`config.mk`:
```
export PLATFORM = sky130hd
export DESIGN_NAME = router_flat
export DESIGN_NICKNAME = d
export VERILOG_FILES = /design/src/rtl/router_pkg.sv /design/src/rtl/router_if.sv /design/src/rtl/router_input_fifo.sv /design/src/rtl/router.sv /design/src/flat_wrapper.sv
export SDC_FILE = /design/constraint.sdc
export NUM_CORES = 1
export LEC_CHECK = 0
export CAP_MARGIN = 20
export CORE_AREA = 4 4 313 253
export CTS_BUF_LIST = sky130_fd_sc_hd__clkbuf_8
export CTS_CLUSTER_DIAMETER = 150
export DETAILED_ROUTE_END_ITERATION = 10
export DIE_AREA = 0 0 317 257
export PLACE_DENSITY_LB_ADDON = 0.05
export SYNTH_ARGS = -nofsm -noshare
export SYNTH_HDL_FRONTEND = slang
export SYNTH_SLANG_ARGS = --single-unit
```
`constraint.sdc`:
```
create_clock -name clk -period 13.9 [get_ports clk]
set_input_delay 1.39 -clock clk [delete_from_list [all_inputs] [get_ports clk]]
set_output_delay 1.39 -clock clk [all_outputs]
set_load 0.02 [all_outputs]
```
`src/rtl/router_pkg.sv`:
```
// router_pkg: shared types and constants for the 5-port mesh router.
//   port_e      : port index (N=0, S=1, E=2, W=3, L=4), also the
//                 round-robin order of the output arbiters
//   flit_t      : 16-bit single-flit packet
//   *_LSB/_W    : flit field positions (dest_x[15:13], dest_y[12:10],
//                 payload[9:0])
package router_pkg;

    localparam int NUM_PORTS = 5;

    typedef enum logic [2:0] {
        PORT_N = 3'd0,
        PORT_S = 3'd1,
        PORT_E = 3'd2,
        PORT_W = 3'd3,
        PORT_L = 3'd4
    } port_e;

    localparam int FLIT_BITS   = 16;
    localparam int COORD_W     = 3;
    localparam int DEST_X_LSB  = 13;
    localparam int DEST_Y_LSB  = 10;
    localparam int PAYLOAD_LSB = 0;
    localparam int PAYLOAD_W   = 10;

    typedef logic [FLIT_BITS-1:0] flit_t;

endpackage

```
`src/rtl/router_if.sv`:
```
// router_if: flit, valid and credit signals of all five router ports.
//   *_i / valid_*_i / *_incr_i : into the router (flit, valid, credit return
//                                from the downstream neighbour)
//   *_o / valid_*_o / *_incr_o : out of the router (flit, valid, credit return
//                                to the upstream sender)
//   modport slave  : router side
//   modport master : tile / neighbour side
interface router_if #(
    parameter int FLIT_W = 16
);
    logic [FLIT_W-1:0] north_i, south_i, east_i, west_i, local_i;
    logic              valid_n_i, valid_s_i, valid_e_i, valid_w_i, valid_l_i;
    logic              n_incr_i, s_incr_i, e_incr_i, w_incr_i, l_incr_i;
    logic [FLIT_W-1:0] north_o, south_o, east_o, west_o, local_o;
    logic              valid_n_o, valid_s_o, valid_e_o, valid_w_o, valid_l_o;
    logic              n_incr_o, s_incr_o, e_incr_o, w_incr_o, l_incr_o;

    modport slave (
        input  north_i, south_i, east_i, west_i, local_i,
        input  valid_n_i, valid_s_i, valid_e_i, valid_w_i, valid_l_i,
        input  n_incr_i, s_incr_i, e_incr_i, w_incr_i, l_incr_i,
        output north_o, south_o, east_o, west_o, local_o,
        output valid_n_o, valid_s_o, valid_e_o, valid_w_o, valid_l_o,
        output n_incr_o, s_incr_o, e_incr_o, w_incr_o, l_incr_o
    );

    modport master (
        output north_i, south_i, east_i, west_i, local_i,
        output valid_n_i, valid_s_i, valid_e_i, valid_w_i, valid_l_i,
        output n_incr_i, s_incr_i, e_incr_i, w_incr_i, l_incr_i,
        input  north_o, south_o, east_o, west_o, local_o,
        input  valid_n_o, valid_s_o, valid_e_o, valid_w_o, valid_l_o,
        input  n_incr_o, s_incr_o, e_incr_o, w_incr_o, l_incr_o
    );
endinterface

```
`src/rtl/router_input_fifo.sv`:
```
// router_input_fifo: per-input flit buffer with show-ahead head.
//   clk, rst : clock, synchronous active-high reset (empties the FIFO)
//   push/din : write din when not full; a push while full is dropped
//   pop      : remove the head entry when not empty
//   full, empty, head : status and current head entry
module router_input_fifo #(
    parameter int WIDTH = 16,
    parameter int DEPTH = 4
) (
    input  logic             clk,
    input  logic             rst,
    input  logic             push,
    input  logic             pop,
    input  logic [WIDTH-1:0] din,
    output logic             full,
    output logic             empty,
    output logic [WIDTH-1:0] head
);
    localparam int PW = (DEPTH > 1) ? $clog2(DEPTH) : 1;
    localparam int CW = $clog2(DEPTH + 1);

    logic [WIDTH-1:0] mem [DEPTH];
    logic [PW-1:0]    rd_ptr, wr_ptr;
    logic [CW-1:0]    count;
    logic             do_push, do_pop;

    assign full    = (count == CW'(DEPTH));
    assign empty   = (count == '0);
    assign head    = mem[rd_ptr];
    assign do_push = push && !full;
    assign do_pop  = pop && !empty;

    function automatic logic [PW-1:0] next_ptr(input logic [PW-1:0] p);
        return (p == PW'(DEPTH - 1)) ? '0 : p + 1'b1;
    endfunction

    always_ff @(posedge clk) begin
        if (rst) begin
            rd_ptr <= '0;
            wr_ptr <= '0;
            count  <= '0;
        end else begin
            if (do_push) begin
                mem[wr_ptr] <= din;
                wr_ptr      <= next_ptr(wr_ptr);
            end
            if (do_pop) begin
                rd_ptr <= next_ptr(rd_ptr);
            end
            case ({do_push, do_pop})
                2'b10:   count <= count + 1'b1;
                2'b01:   count <= count - 1'b1;
                default: count <= count;
            endcase
        end
    end
endmodule

```
`src/rtl/router.sv`:
```
// router: 5-port mesh NoC router (N, S, E, W, Local), single-flit packets.
//   clk, rst : clock, synchronous active-high reset
//   bus      : router_if.slave carrying per-port flit/valid inputs, credit
//              returns from neighbours, registered flit/valid outputs and
//              credit returns to upstream senders
// Input FIFOs feed XY routing on each head; each output grants one requester
// per cycle round-robin (N,S,E,W,L) when it holds a credit. Output flits and
// credit returns are registered, so an uncontended flit leaves two cycles
// after it is written.
// Optional: define ROUTER_ASSERT_EN for simulation checks on FIFO overflow,
// credit over-return and routes back to the arrival port.
module router
    import router_pkg::*;
#(
    parameter int FLIT_W    = 16,
    parameter int ADDR_W    = 3,
    parameter int X_ID      = 1,
    parameter int Y_ID      = 1,
    parameter int BUF_DEPTH = 4
) (
    input logic      clk,
    input logic      rst,
    router_if.slave  bus
);
    localparam int CW = $clog2(BUF_DEPTH + 1);
    localparam logic [ADDR_W-1:0] MY_X = ADDR_W'(X_ID);
    localparam logic [ADDR_W-1:0] MY_Y = ADDR_W'(Y_ID);

    logic [FLIT_W-1:0]    in_flit  [NUM_PORTS];
    logic [FLIT_W-1:0]    head     [NUM_PORTS];
    logic [NUM_PORTS-1:0] in_valid, in_incr, full, empty, pop;

    port_e                route    [NUM_PORTS];
    logic [NUM_PORTS-1:0] req      [NUM_PORTS];   // req[out][in]
    logic [NUM_PORTS-1:0] gnt      [NUM_PORTS];   // gnt[out][in]
    port_e                winner   [NUM_PORTS];
    logic [NUM_PORTS-1:0] send;

    logic [CW-1:0]        credit   [NUM_PORTS];
    port_e                ptr      [NUM_PORTS];
    logic [FLIT_W-1:0]    out_flit [NUM_PORTS];
    logic [NUM_PORTS-1:0] out_valid, incr_out;

    assign in_flit[PORT_N] = bus.north_i;
    assign in_flit[PORT_S] = bus.south_i;
    assign in_flit[PORT_E] = bus.east_i;
    assign in_flit[PORT_W] = bus.west_i;
    assign in_flit[PORT_L] = bus.local_i;
    assign in_valid = {bus.valid_l_i, bus.valid_w_i, bus.valid_e_i, bus.valid_s_i, bus.valid_n_i};
    assign in_incr  = {bus.l_incr_i, bus.w_incr_i, bus.e_incr_i, bus.s_incr_i, bus.n_incr_i};

    for (genvar i = 0; i < NUM_PORTS; i++) begin : g_fifo
        router_input_fifo #(
            .WIDTH (FLIT_W),
            .DEPTH (BUF_DEPTH)
        ) u_fifo (
            .clk   (clk),
            .rst   (rst),
            .push  (in_valid[i] && !full[i]),
            .pop   (pop[i]),
            .din   (in_flit[i]),
            .full  (full[i]),
            .empty (empty[i]),
            .head  (head[i])
        );
    end

    // XY routing on every head, then one-hot request per output.
    always_comb begin
        logic [ADDR_W-1:0] dx, dy;
        dx = '0;
        dy = '0;
        for (int unsigned o = 0; o < NUM_PORTS; o++) req[o] = '0;
        for (int unsigned i = 0; i < NUM_PORTS; i++) begin
            dx = head[i][DEST_X_LSB +: ADDR_W];
            dy = head[i][DEST_Y_LSB +: ADDR_W];
            if (dx > MY_X)      route[i] = PORT_E;
            else if (dx < MY_X) route[i] = PORT_W;
            else if (dy > MY_Y) route[i] = PORT_N;
            else if (dy < MY_Y) route[i] = PORT_S;
            else                route[i] = PORT_L;
            if (!empty[i]) req[route[i]][i] = 1'b1;
        end
    end

    // Round-robin search starting at each output's pointer; only outputs
    // holding a credit may grant.
    always_comb begin
        int unsigned idx;
        idx = 0;
        for (int unsigned o = 0; o < NUM_PORTS; o++) begin
            gnt[o]    = '0;
            winner[o] = PORT_N;
            send[o]   = 1'b0;
            if (credit[o] != '0) begin
                for (int unsigned k = 0; k < NUM_PORTS; k++) begin
                    idx = int'(ptr[o]) + k;
                    if (idx >= NUM_PORTS) idx = idx - NUM_PORTS;
                    if (!send[o] && req[o][idx]) begin
                        send[o]     = 1'b1;
                        gnt[o][idx] = 1'b1;
                        winner[o]   = port_e'(idx);
                    end
                end
            end
        end
        for (int unsigned i = 0; i < NUM_PORTS; i++) begin
            pop[i] = 1'b0;
            for (int unsigned o = 0; o < NUM_PORTS; o++) pop[i] = pop[i] | gnt[o][i];
        end
    end

    always_ff @(posedge clk) begin
        if (rst) begin
            out_valid <= '0;
            incr_out  <= '0;
            for (int unsigned o = 0; o < NUM_PORTS; o++) begin
                out_flit[o] <= '0;
                credit[o]   <= CW'(BUF_DEPTH);
                ptr[o]      <= PORT_N;
            end
        end else begin
            out_valid <= send;
            incr_out  <= pop;
            for (int unsigned o = 0; o < NUM_PORTS; o++) begin
                if (send[o]) begin
                    out_flit[o] <= head[winner[o]];
                    ptr[o]      <= (winner[o] == PORT_L) ? PORT_N : port_e'(winner[o] + 3'd1);
                end
                // Send and return in the same cycle cancel; returns saturate.
                case ({send[o], in_incr[o]})
                    2'b10:   credit[o] <= credit[o] - 1'b1;
                    2'b01:   if (credit[o] != CW'(BUF_DEPTH)) credit[o] <= credit[o] + 1'b1;
                    default: credit[o] <= credit[o];
                endcase
            end
        end
    end

`ifdef ROUTER_ASSERT_EN
    always_ff @(posedge clk) begin
        if (!rst) begin
            for (int unsigned i = 0; i < NUM_PORTS; i++) begin
                assert (!(in_valid[i] && full[i]))
                    else $error("router: write to full FIFO on port %0d", i);
                assert (!(in_incr[i] && credit[i] == CW'(BUF_DEPTH)))
                    else $error("router: credit return at full credit on port %0d", i);
                assert (!(!empty[i] && route[i] == port_e'(i)))
                    else $error("router: route back to arrival port %0d", i);
            end
        end
    end
`endif

    assign bus.north_o   = out_flit[PORT_N];
    assign bus.south_o   = out_flit[PORT_S];
    assign bus.east_o    = out_flit[PORT_E];
    assign bus.west_o    = out_flit[PORT_W];
    assign bus.local_o   = out_flit[PORT_L];
    assign bus.valid_n_o = out_valid[PORT_N];
    assign bus.valid_s_o = out_valid[PORT_S];
    assign bus.valid_e_o = out_valid[PORT_E];
    assign bus.valid_w_o = out_valid[PORT_W];
    assign bus.valid_l_o = out_valid[PORT_L];
    assign bus.n_incr_o  = incr_out[PORT_N];
    assign bus.s_incr_o  = incr_out[PORT_S];
    assign bus.e_incr_o  = incr_out[PORT_E];
    assign bus.w_incr_o  = incr_out[PORT_W];
    assign bus.l_incr_o  = incr_out[PORT_L];
endmodule

```
`src/flat_wrapper.sv`:
```
// flat-port wrapper written by rule: the top's interface ports become plain ports
module router_flat import router_pkg::*;
#(
    parameter int FLIT_W    = 16,
    parameter int ADDR_W    = 3,
    parameter int X_ID      = 1,
    parameter int Y_ID      = 1,
    parameter int BUF_DEPTH = 4
)
  (clk, rst, bus_north_i, bus_south_i, bus_east_i, bus_west_i, bus_local_i, bus_valid_n_i, bus_valid_s_i, bus_valid_e_i, bus_valid_w_i, bus_valid_l_i, bus_n_incr_i, bus_s_incr_i, bus_e_incr_i, bus_w_incr_i, bus_l_incr_i, bus_north_o, bus_south_o, bus_east_o, bus_west_o, bus_local_o, bus_valid_n_o, bus_valid_s_o, bus_valid_e_o, bus_valid_w_o, bus_valid_l_o, bus_n_incr_o, bus_s_incr_o, bus_e_incr_o, bus_w_incr_o, bus_l_incr_o);
  router_if #(.FLIT_W(FLIT_W)) bus_i ();
  input logic clk;
  input logic rst;
  input wire logic [$bits(bus_i.north_i)-1:0] bus_north_i;
  input wire logic [$bits(bus_i.south_i)-1:0] bus_south_i;
  input wire logic [$bits(bus_i.east_i)-1:0] bus_east_i;
  input wire logic [$bits(bus_i.west_i)-1:0] bus_west_i;
  input wire logic [$bits(bus_i.local_i)-1:0] bus_local_i;
  input wire logic [$bits(bus_i.valid_n_i)-1:0] bus_valid_n_i;
  input wire logic [$bits(bus_i.valid_s_i)-1:0] bus_valid_s_i;
  input wire logic [$bits(bus_i.valid_e_i)-1:0] bus_valid_e_i;
  input wire logic [$bits(bus_i.valid_w_i)-1:0] bus_valid_w_i;
  input wire logic [$bits(bus_i.valid_l_i)-1:0] bus_valid_l_i;
  input wire logic [$bits(bus_i.n_incr_i)-1:0] bus_n_incr_i;
  input wire logic [$bits(bus_i.s_incr_i)-1:0] bus_s_incr_i;
  input wire logic [$bits(bus_i.e_incr_i)-1:0] bus_e_incr_i;
  input wire logic [$bits(bus_i.w_incr_i)-1:0] bus_w_incr_i;
  input wire logic [$bits(bus_i.l_incr_i)-1:0] bus_l_incr_i;
  output wire logic [$bits(bus_i.north_o)-1:0] bus_north_o;
  output wire logic [$bits(bus_i.south_o)-1:0] bus_south_o;
  output wire logic [$bits(bus_i.east_o)-1:0] bus_east_o;
  output wire logic [$bits(bus_i.west_o)-1:0] bus_west_o;
  output wire logic [$bits(bus_i.local_o)-1:0] bus_local_o;
  output wire logic [$bits(bus_i.valid_n_o)-1:0] bus_valid_n_o;
  output wire logic [$bits(bus_i.valid_s_o)-1:0] bus_valid_s_o;
  output wire logic [$bits(bus_i.valid_e_o)-1:0] bus_valid_e_o;
  output wire logic [$bits(bus_i.valid_w_o)-1:0] bus_valid_w_o;
  output wire logic [$bits(bus_i.valid_l_o)-1:0] bus_valid_l_o;
  output wire logic [$bits(bus_i.n_incr_o)-1:0] bus_n_incr_o;
  output wire logic [$bits(bus_i.s_incr_o)-1:0] bus_s_incr_o;
  output wire logic [$bits(bus_i.e_incr_o)-1:0] bus_e_incr_o;
  output wire logic [$bits(bus_i.w_incr_o)-1:0] bus_w_incr_o;
  output wire logic [$bits(bus_i.l_incr_o)-1:0] bus_l_incr_o;
  assign bus_i.north_i = bus_north_i;
  assign bus_i.south_i = bus_south_i;
  assign bus_i.east_i = bus_east_i;
  assign bus_i.west_i = bus_west_i;
  assign bus_i.local_i = bus_local_i;
  assign bus_i.valid_n_i = bus_valid_n_i;
  assign bus_i.valid_s_i = bus_valid_s_i;
  assign bus_i.valid_e_i = bus_valid_e_i;
  assign bus_i.valid_w_i = bus_valid_w_i;
  assign bus_i.valid_l_i = bus_valid_l_i;
  assign bus_i.n_incr_i = bus_n_incr_i;
  assign bus_i.s_incr_i = bus_s_incr_i;
  assign bus_i.e_incr_i = bus_e_incr_i;
  assign bus_i.w_incr_i = bus_w_incr_i;
  assign bus_i.l_incr_i = bus_l_incr_i;
  assign bus_north_o = bus_i.north_o;
  assign bus_south_o = bus_i.south_o;
  assign bus_east_o = bus_i.east_o;
  assign bus_west_o = bus_i.west_o;
  assign bus_local_o = bus_i.local_o;
  assign bus_valid_n_o = bus_i.valid_n_o;
  assign bus_valid_s_o = bus_i.valid_s_o;
  assign bus_valid_e_o = bus_i.valid_e_o;
  assign bus_valid_w_o = bus_i.valid_w_o;
  assign bus_valid_l_o = bus_i.valid_l_o;
  assign bus_n_incr_o = bus_i.n_incr_o;
  assign bus_s_incr_o = bus_i.s_incr_o;
  assign bus_e_incr_o = bus_i.e_incr_o;
  assign bus_w_incr_o = bus_i.w_incr_o;
  assign bus_l_incr_o = bus_i.l_incr_o;
  router #(.FLIT_W(FLIT_W), .ADDR_W(ADDR_W), .X_ID(X_ID), .Y_ID(Y_ID), .BUF_DEPTH(BUF_DEPTH)) u_core (.clk(clk), .rst(rst), .bus(bus_i));
endmodule
```
==> Word-level counts from Yosys, hierarchy flattened <==
Memory sizes are Yosys's and may differ from the RTL's. A register that Yosys moved wholly into a read port is not among the register bits.
Index checks and enable logic that the tools add are counted.
{ "totals": {"regBits": 45, "ramBits": 430, "inputBits": 92, "out_inout_bits": 90, "elab_cells": 921, "n_memories": 8} }
{ "memory_table": {"columns": ["memory", "words", "word_bits", "read_ports", "rd_ports_with_merged_regs", "write_ports", "line", "text"], "rows": [
  ["u_core.out_flit", 5, 16, 5, 0, 5, "router.sv:41", "logic [FLIT_W-1:0] out_flit [NUM_PORTS];"],
  ["u_core.g_fifo[0].u_fifo.mem", 4, 16, 1, 1, 1, "router_input_fifo.sv:22", "logic [WIDTH-1:0] mem [DEPTH];"],
  ["u_core.g_fifo[1].u_fifo.mem", 4, 16, 1, 1, 1, "router_input_fifo.sv:22", null],
  ["u_core.g_fifo[2].u_fifo.mem", 4, 16, 1, 1, 1, "router_input_fifo.sv:22", null],
  ["u_core.g_fifo[3].u_fifo.mem", 4, 16, 1, 1, 1, "router_input_fifo.sv:22", null],
  ["u_core.g_fifo[4].u_fifo.mem", 4, 16, 1, 1, 1, "router_input_fifo.sv:22", null],
  ["+2 memories", null, null, null, null, null, null, null]
]} }
{ "op_classes": {"add_sub_neg": 80, "order_cmp": 110, "eq_ne": 45, "muxes": 467, "bitwise_logic": 79, "reduce_logical": 115} }
{ "op_table": {"columns": ["operator", "count"], "rows": [
  ["32-bit two-way mux", 50],
  ["32-bit by 1-bit greater-or-equal comparator with 1-bit output (second input constant)", 25],
  ["32-bit by 4-bit < comparator with 1-bit output (second input constant)", 25],
  ["32-bit by 3-bit greater-or-equal comparator with 1-bit output (second input constant)", 20],
  ["32-bit by 3-bit subtractor with 32-bit output (second input constant)", 20],
  ["5-bit two-way mux", 51],
  ["16-bit binary-select mux with 3-bit select", 5],
  ["16-bit two-way mux", 15],
  ["3-bit two-way mux", 76],
  ["1-bit two-way mux", 183],
  ["25-bit two-way mux", 5],
  ["25-bit OR", 4],
  ["5-bit OR", 20],
  ["1-bit binary-select mux with 3-bit select", 25],
  ["1-bit demux with 3-bit select", 25],
  ["5-bit demux with 3-bit select", 5],
  ["1-bit logical AND", 65],
  ["3-bit by 1-bit adder with 3-bit output (second input constant)", 15],
  ["1-bit OR", 45],
  ["2-bit two-way mux", 21],
  ["3-bit by 2-bit adder with 4-bit output (second input constant)", 10],
  ["2-bit == test (second input constant)", 20],
  ["4-bit greater-or-equal comparator (second input constant)", 10],
  ["3-bit inverter with 4-bit output", 10],
  ["19 further kinds", 146]
]} }

==> Longest topological paths before layout <==
Gate-level depths: netlist of run 1.
{ "depth": {"depth_word": 46, "depth_mapped": 26} }

==> Cells and area by module <==
Synthesis of run 1 repeated with hierarchy kept, for this count alone.
{ "hier_totals": {"hier_cells": 2762, "hier_area_um2": 30412.9} }
{ "by_module_without_submodules": {"columns": ["module", "n_inst", "cells_per_inst", "area_per_inst_um2", "seq_area_each_um2"], "rows": [
  ["router", 1, 2072, 16424.5, 3503.4],
  ["router_input_fifo", 5, 138, 2797.7, 2102.0]
]} }

==> Worst setup path before layout of run 1 <==
OpenSTA, ideal clock, no wires.
{ "synth_timing": {"path_type": "register to register", "from": "mem u_core.ptr[0][12] (netlist name)", "to": "reg u_core.g_fifo[4].u_fifo.count[2]", "t_arrival_ns": 5.555, "required_ns": 13.830, "path_slack_ns": 8.275, "path_stages_with_launch": 25, "path_buffers": 4, "synth_period_minus_slack_ns": 5.625, "path_cell_list": "edfxtp_1 -> clkbuf_1 -> inv_1 -> buf_1 -> ha_1 -> inv_1 -> ha_1 -> a21oi_1 -> mux2i_1 -> nor2_1 -> a211o_1 -> or4b_4 -> or2_1 -> buf_6 -> and4b_1 -> o31ai_1 -> and3_1 -> clkbuf_1 -> inv_1 -> ha_1 -> inv_1 -> fa_1 -> xor2_1 -> or3_1 -> a21oi_1"} }
{ "synth_rtl": {"columns": ["element", "line", "text"], "rows": [
  ["from (decl)", "router.sv:40", "port_e ptr [NUM_PORTS];"],
  ["to (signal assigned)", "router_input_fifo.sv:51", "2'b10: count <= count + 1'b1;"],
  ["to (signal assigned)", "router_input_fifo.sv:52", "2'b01: count <= count - 1'b1;"],
  ["to (signal assigned)", "router_input_fifo.sv:53", "default: count <= count;"],
  ["to (decl)", "router_input_fifo.sv:24", "logic [CW-1:0] count;"]
]} }

==> flow_metrics.env, run 1 <==
export IMPL_area_growth_pct=14.7
export IMPL_path_class="reg2reg"
export IMPL_nNetsFinal=3094
export IMPL_async_reset_ff_frac=0
export IMPL_routed_wl_um=106000
export IMPL_die_h_um=257
export IMPL_slew_viol_final=0
export IMPL_dr_pass1_iters=6
export IMPL_finClkSkew_ns=0.0383
export IMPL_tightest_slew_ns=1.13
export IMPL_vias=23600
export IMPL_grt_overflow=0
export IMPL_fin_cells=3937
export IMPL_clock_sinks=485
export IMPL_tns_ns=0
export IMPL_post_cts_setup_buffers=0
export IMPL_ys_warn_count=0
export IMPL_die_area_um2=81500
export IMPL_cpPeakStageDelay_ns=0.94
export IMPL_path_max_fanout=25
export IMPL_grtUsageTotal=0.254
export IMPL_path_cells="clkinv_1, ha_1, ha_1, o21bai_1, o21ai_0, nor2b_1, o21a_1, nor3b_2, buf_4, nand3b_1, nand3b_1, o221ai_1, nor3b_1, and3_1, inv_1, ha_1, inv_1, fa_1, xor2_1, or3_1, a21oi_1"
export IMPL_first_iter_violations=2333
export IMPL_wl_per_cell_um=26.9
export IMPL_yosys_area_top_type="edfxtp_1"
export IMPL_max_freq_mhz=140
export IMPL_root_buffer="clkbuf_8"
export IMPL_synth_edf_count=430
export IMPL_post_route_min_period_ns=7.14
export IMPL_start_kind="flop"
export IMPL_slew_headroom=0.246
export IMPL_synth_cell_types=116
export IMPL_detail_route_antenna_nets=0
export IMPL_end_kind="flop"
export IMPL_synth_seq_cells=485
export IMPL_coreArea_um2=76400
export IMPL_cp_data_arrival_time_ns=7.76
export IMPL_die_w_um=317
export IMPL_htreeDepth=3
export IMPL_dp_cells=3781
export IMPL_outcome="finished clean"
export IMPL_synth_flop_cell="edfxtp_1"
export IMPL_floorplan_initialDensity=0.395
export IMPL_tritoncts="done"
export IMPL_dp_final_hpwl_um=80300
export IMPL_drive_gt1_frac=0.121
export IMPL_rsz0062_at_grt="no"
export IMPL_drc=0
export IMPL_viasPerCell=5.98
export IMPL_crit_path_frequent_cell="ha_1"
export IMPL_antenna_found_initial=1
export IMPL_clkLatencyLatePin_ns=0.70
export IMPL_grt_max_degree=47
export IMPL_cts_buffers=81
export IMPL_hp_start="u_core.g_fifo[3].u_fifo.rd_ptr[0]"
export IMPL_final_common_cell="edfxtp_1"
export IMPL_seq_area_frac_synth=0.465
export IMPL_cts_max_path_buffers=3
export IMPL_port_buffers=181
export IMPL_syn_area_per_cell_um2=11.3
export IMPL_rows=91
export IMPL_synth_top_cell_area_share=0.428
export IMPL_grt_pass1_vias=22900
export IMPL_critPathRequiredTime_ns=14.52
export IMPL_hold_class="reg2reg"
export IMPL_mostFrequentLayoutCells="edfxtp_1, nor2_1, clkdlybuf4s50_1"
export IMPL_hold_violations=0
export IMPL_grt_pass1_wl_um=154000
export IMPL_timing_rr_start="u_core.ptr[0][6]"
export IMPL_synth_fp_nets=2920
export IMPL_holdBufCountCts=0
export IMPL_place_congestion=0.944
export IMPL_critPathSlowestCell="edfxtp_1"
export IMPL_io_pins=182
export IMPL_ctsResizeCount=0
export IMPL_syn_inst=2673
export IMPL_period_share=0.514
export IMPL_synth_top_cells_by_area="edfxtp_1, mux4_2, ha_1, mux2i_1, dfxtp_1"
export IMPL_clk_pin_slew_ns=0.07
export IMPL_setup_violations=0
export IMPL_drv_cap=0
export IMPL_synth_area_um2=30200
export IMPL_startpoint="u_core.ptr[0][6]"
==> kinds of logic (layout without fill, tap and decap cells) <==
kind of cell | Yosys count | after routing | synth area share
DFF | 485 | 485 | 0.465
xor gates and xnor gates | 49 | 49 | 0.0142
other | 0 | 2 | 0
adders and majority gates | 155 | 155 | 0.0678
and+or+nand+nor | 861 | 861 | 0.156
muxes | 257 | 257 | 0.121
AOI/OAI and AO/OA | 605 | 605 | 0.139
buffers and inverters | 261 | 500 | 0.0380
==> Yosys cell counts, types with 16 or more instances <==
cell      number
or3_1         37
nor2_1       218
edfxtp_1     430
nand2b_1      49
o22ai_1       25
o221ai_1      40
buf_2         21
a22o_1        31
mux2i_1      129
nand3_1       74
clkbuf_1      81
mux2_2        38
mux4_2        81
xnor2_1       33
nand2_1      135
and3_1        32
nor3_1        67
xor2_1        16
nand4_1       31
ha_1         141
o21ai_0       94
nor2b_1       37
a31oi_1       33
o211ai_1      19
and2_1        41
nor4_1        24
inv_1        121
a21oi_1      158
dfxtp_1       55
==> sequential cells by signal, summed over array words and instances, names as in the netlist, named ones only <==
| signal | flops |
|---|---|
| u_core.ptr | 15 |
| u_core.g_fifo.u_fifo.count | 15 |
| u_core.incr_out | 5 |
| u_core.g_fifo.u_fifo.mem | 320 |
| u_core.out_valid | 5 |
| u_core.g_fifo.u_fifo.rd_ptr | 10 |
| u_core.g_fifo.u_fifo.wr_ptr | 10 |
| u_core.credit | 15 |
| u_core.out_flit | 80 |
==> layout make-up <==
| class | count | area [um2] |
|---|---|---|
| antenna | 2 | 5.00 |
| clock buffer | 82 | 1130 |
| clock inverter | 66 | 458 |
| fill | 7025 | 41800 |
| inverter | 126 | 473 |
| multi-input combinational | 1927 | 15100 |
| sequential | 485 | 14000 |
| tap | 1023 | 1280 |
| timing repair buffer | 226 | 2190 |
==> routing by layer <==
layer  part of all wire  wire length [um]  track usage  vias to the layer above
li1                   -                 -            -                    10700
met2               0.43             45100        0.370                      915
met5                  0                 0            0                        -
met1               0.47             49700        0.384                    11800
met3              0.079              8400       0.0539                      152
met4              0.024              2560       0.0631                        0
==> critical path: cells and delay by family (launching register included) <==
family | cells | cell delay, ns
buffers and inverters | 4 | 1.10
DFF | 1 | 0.94
adders and majority gates | 4 | 1.84
AOI/OAI and AO/OA | 5 | 1.33
xor gates and xnor gates | 1 | 0.16
and+or+nand+nor | 7 | 1.68
==> final timing paths <==
| check | slack (ns) | end | cells past startpoint |
|---|---|---|---|
| max reg2reg | 6.76 | u_core.g_fifo[4].u_fifo.count[2] | 21 |
| min | 0.49 | flop | 2 |
| max | 6.76 | u_core.g_fifo[4].u_fifo.count[2] | 21 |
| min reg2reg | 0.49 | flop | 2 |
==> metrics by stage <==
stage                util  setup slack [ns]  hold slack, ns  cell area (um2)
finish              0.453              6.76           0.492            34600
global route        0.453              6.34           0.524            34600
CTS                 0.452              6.88           0.497            34500
detailed placement  0.431              6.93           0.489            32900
global placement    0.431              7.11           0.478            32900
floorplan               -              8.27           0.463            30200
Power of run 1 is left out: the tool's default activity adds up to more than one toggle a clock period on the data nets, which glitch-free logic cannot reach.
==> run 2, diff against run 1 <==
clock period = 6 ns   (was 13.9 ns; I/O delays follow)
==> flow_metrics.env, run 2 (same netlist as run 1, synthesis figures left out) <==
export IMPL_final_common_cell="edfxtp_1"
export IMPL_cts_max_path_buffers=3
export IMPL_antenna_found_initial=5
export IMPL_cp_data_arrival_time_ns=6.25
export IMPL_first_iter_violations=2459
export IMPL_clock_sinks=485
export IMPL_rsz0062_at_grt="no"
export IMPL_clkLatencyLatePin_ns=0.71
export IMPL_nNetsFinal=3247
export IMPL_io_pins=182
export IMPL_root_buffer="clkbuf_8"
export IMPL_layout_setup_ws_ns=0.386
export IMPL_wl_per_cell_um=26.5
export IMPL_floorplan_initialDensity=0.395
export IMPL_die_w_um=317
export IMPL_finClkSkew_ns=0.0377
export IMPL_dp_final_hpwl_um=84300
export IMPL_drv_cap=0
export IMPL_holdBufCountCts=0
export IMPL_drive_gt1_frac=0.169
export IMPL_top_regs="u_core.g_fifo.u_fifo.mem: 320 flops, u_core.out_flit: 80 flops"
export IMPL_dp_slack_ns=0.428
export IMPL_area_growth_pct=19.2
export IMPL_tightest_slew_ns=1.09
export IMPL_post_route_min_period_ns=5.61
export IMPL_drc=0
export IMPL_viasPerCell=5.90
export IMPL_path_class="reg2reg"
export IMPL_die_h_um=257
export IMPL_clk_pin_slew_ns=0.07
export IMPL_period_share=0.936
export IMPL_grtUsageTotal=0.261
export IMPL_grt_pass1_wl_um=158000
export IMPL_place_congestion=0.965
export IMPL_path_max_fanout=9
export IMPL_rows=91
export IMPL_post_cts_setup_buffers=0
export IMPL_outcome="finished clean"
export IMPL_hold_class="in2reg"
export IMPL_setup_violations=0
export IMPL_slew_viol_final=0
export IMPL_reg2reg_slack_ns=0.39
export IMPL_htreeDepth=3
export IMPL_die_area_um2=81500
export IMPL_max_freq_mhz=178
export IMPL_routed_wl_um=108000
export IMPL_port_buffers=181
export IMPL_detail_route_antenna_nets=0
export IMPL_cts_buffers=83
export IMPL_vias=24200
export IMPL_critPathRequiredTime_ns=6.63
export IMPL_grt_pass1_vias=23400
export IMPL_tns_ns=0
export IMPL_mostFrequentLayoutCells="edfxtp_1, nor2_1, buf_4"
export IMPL_hold_violations=0
export IMPL_grt_max_degree=43
export IMPL_grt_overflow=0
export IMPL_largest_register="u_core.g_fifo.u_fifo.mem"
export IMPL_tritoncts="done"
export IMPL_slew_headroom=0.274
export IMPL_largest_reg_flops=320
export IMPL_dr_pass1_iters=6
export IMPL_start_kind="flop"
export IMPL_coreArea_um2=76400
export IMPL_end_kind="flop"
==> run 2: layer usage <==
layer / part of all wire / track usage
met1: 0.48 / 0.402
met2: 0.43 / 0.380
met4: 0.019 / 0.0572
met5: 0.00012 / 0
met3: 0.071 / 0.0496
==> run 2: per-stage QoR <==
stage               hold WS, ns  area, um2  std cells  utilization
finish                    0.457      36000       4097        0.471
detailed placement        0.490      34200       3937        0.447
floorplan                 0.463      30200       2673            -
global placement          0.474      34200       3937        0.447
CTS                       0.382      35900       4093        0.470
global route              0.432      36000       4096        0.471
==> run 2: path summary, 6_finish.rpt <==
kind,start,end,cells past startpoint
max,u_core.ptr[0][4],u_core.g_fifo[0].u_fifo.count[2],23
min,rst,u_core.incr_out[2],3
max reg2reg,u_core.ptr[0][4],u_core.g_fifo[0].u_fifo.count[2],23
min reg2reg,u_core.g_fifo[1].u_fifo.wr_ptr[1],u_core.g_fifo[1].u_fifo.wr_ptr[1],2
==> run 2: final cells by class <==
cell class,count,area [um2]
Timing Repair Buffer,377,3350
Fill cell,6999,40400
Tap cell,1023,1280
Clock buffer,91,1250
Sequential cell,485,14000
Inverter,126,473
Antenna cell,3,7.51
Clock inverter,65,528
Multi-Input combinational cell,1927,15000
==> run 2: timing repair <==
action | CTS | global route
endpoints found under the setup margin | 0 | 2
gates resized for setup | 0 | 2
hold endpoints to repair | 0 | 0
==> run 2: worst max-delay path: stages (launching register included) <==
cell	delay [ns]
edfxtp_1	0.41
inv_1	0.30
ha_1	0.24
inv_1	0.05
ha_1	0.22
a21oi_1	0.24
mux2i_2	0.38
nand3_1	0.13
o2bb2ai_1	0.28
a2111o_1	0.26
buf_4	0.16
and3_1	0.28
nand4_1	0.27
o221ai_1	0.27
o21ai_0	0.26
buf_4	0.27
a31o_2	0.25
inv_1	0.06
ha_1	0.16
inv_1	0.06
fa_1	0.38
xor2_1	0.17
or3_1	0.31
a21oi_1	0.14
Power of run 2 is left out for the same reason.
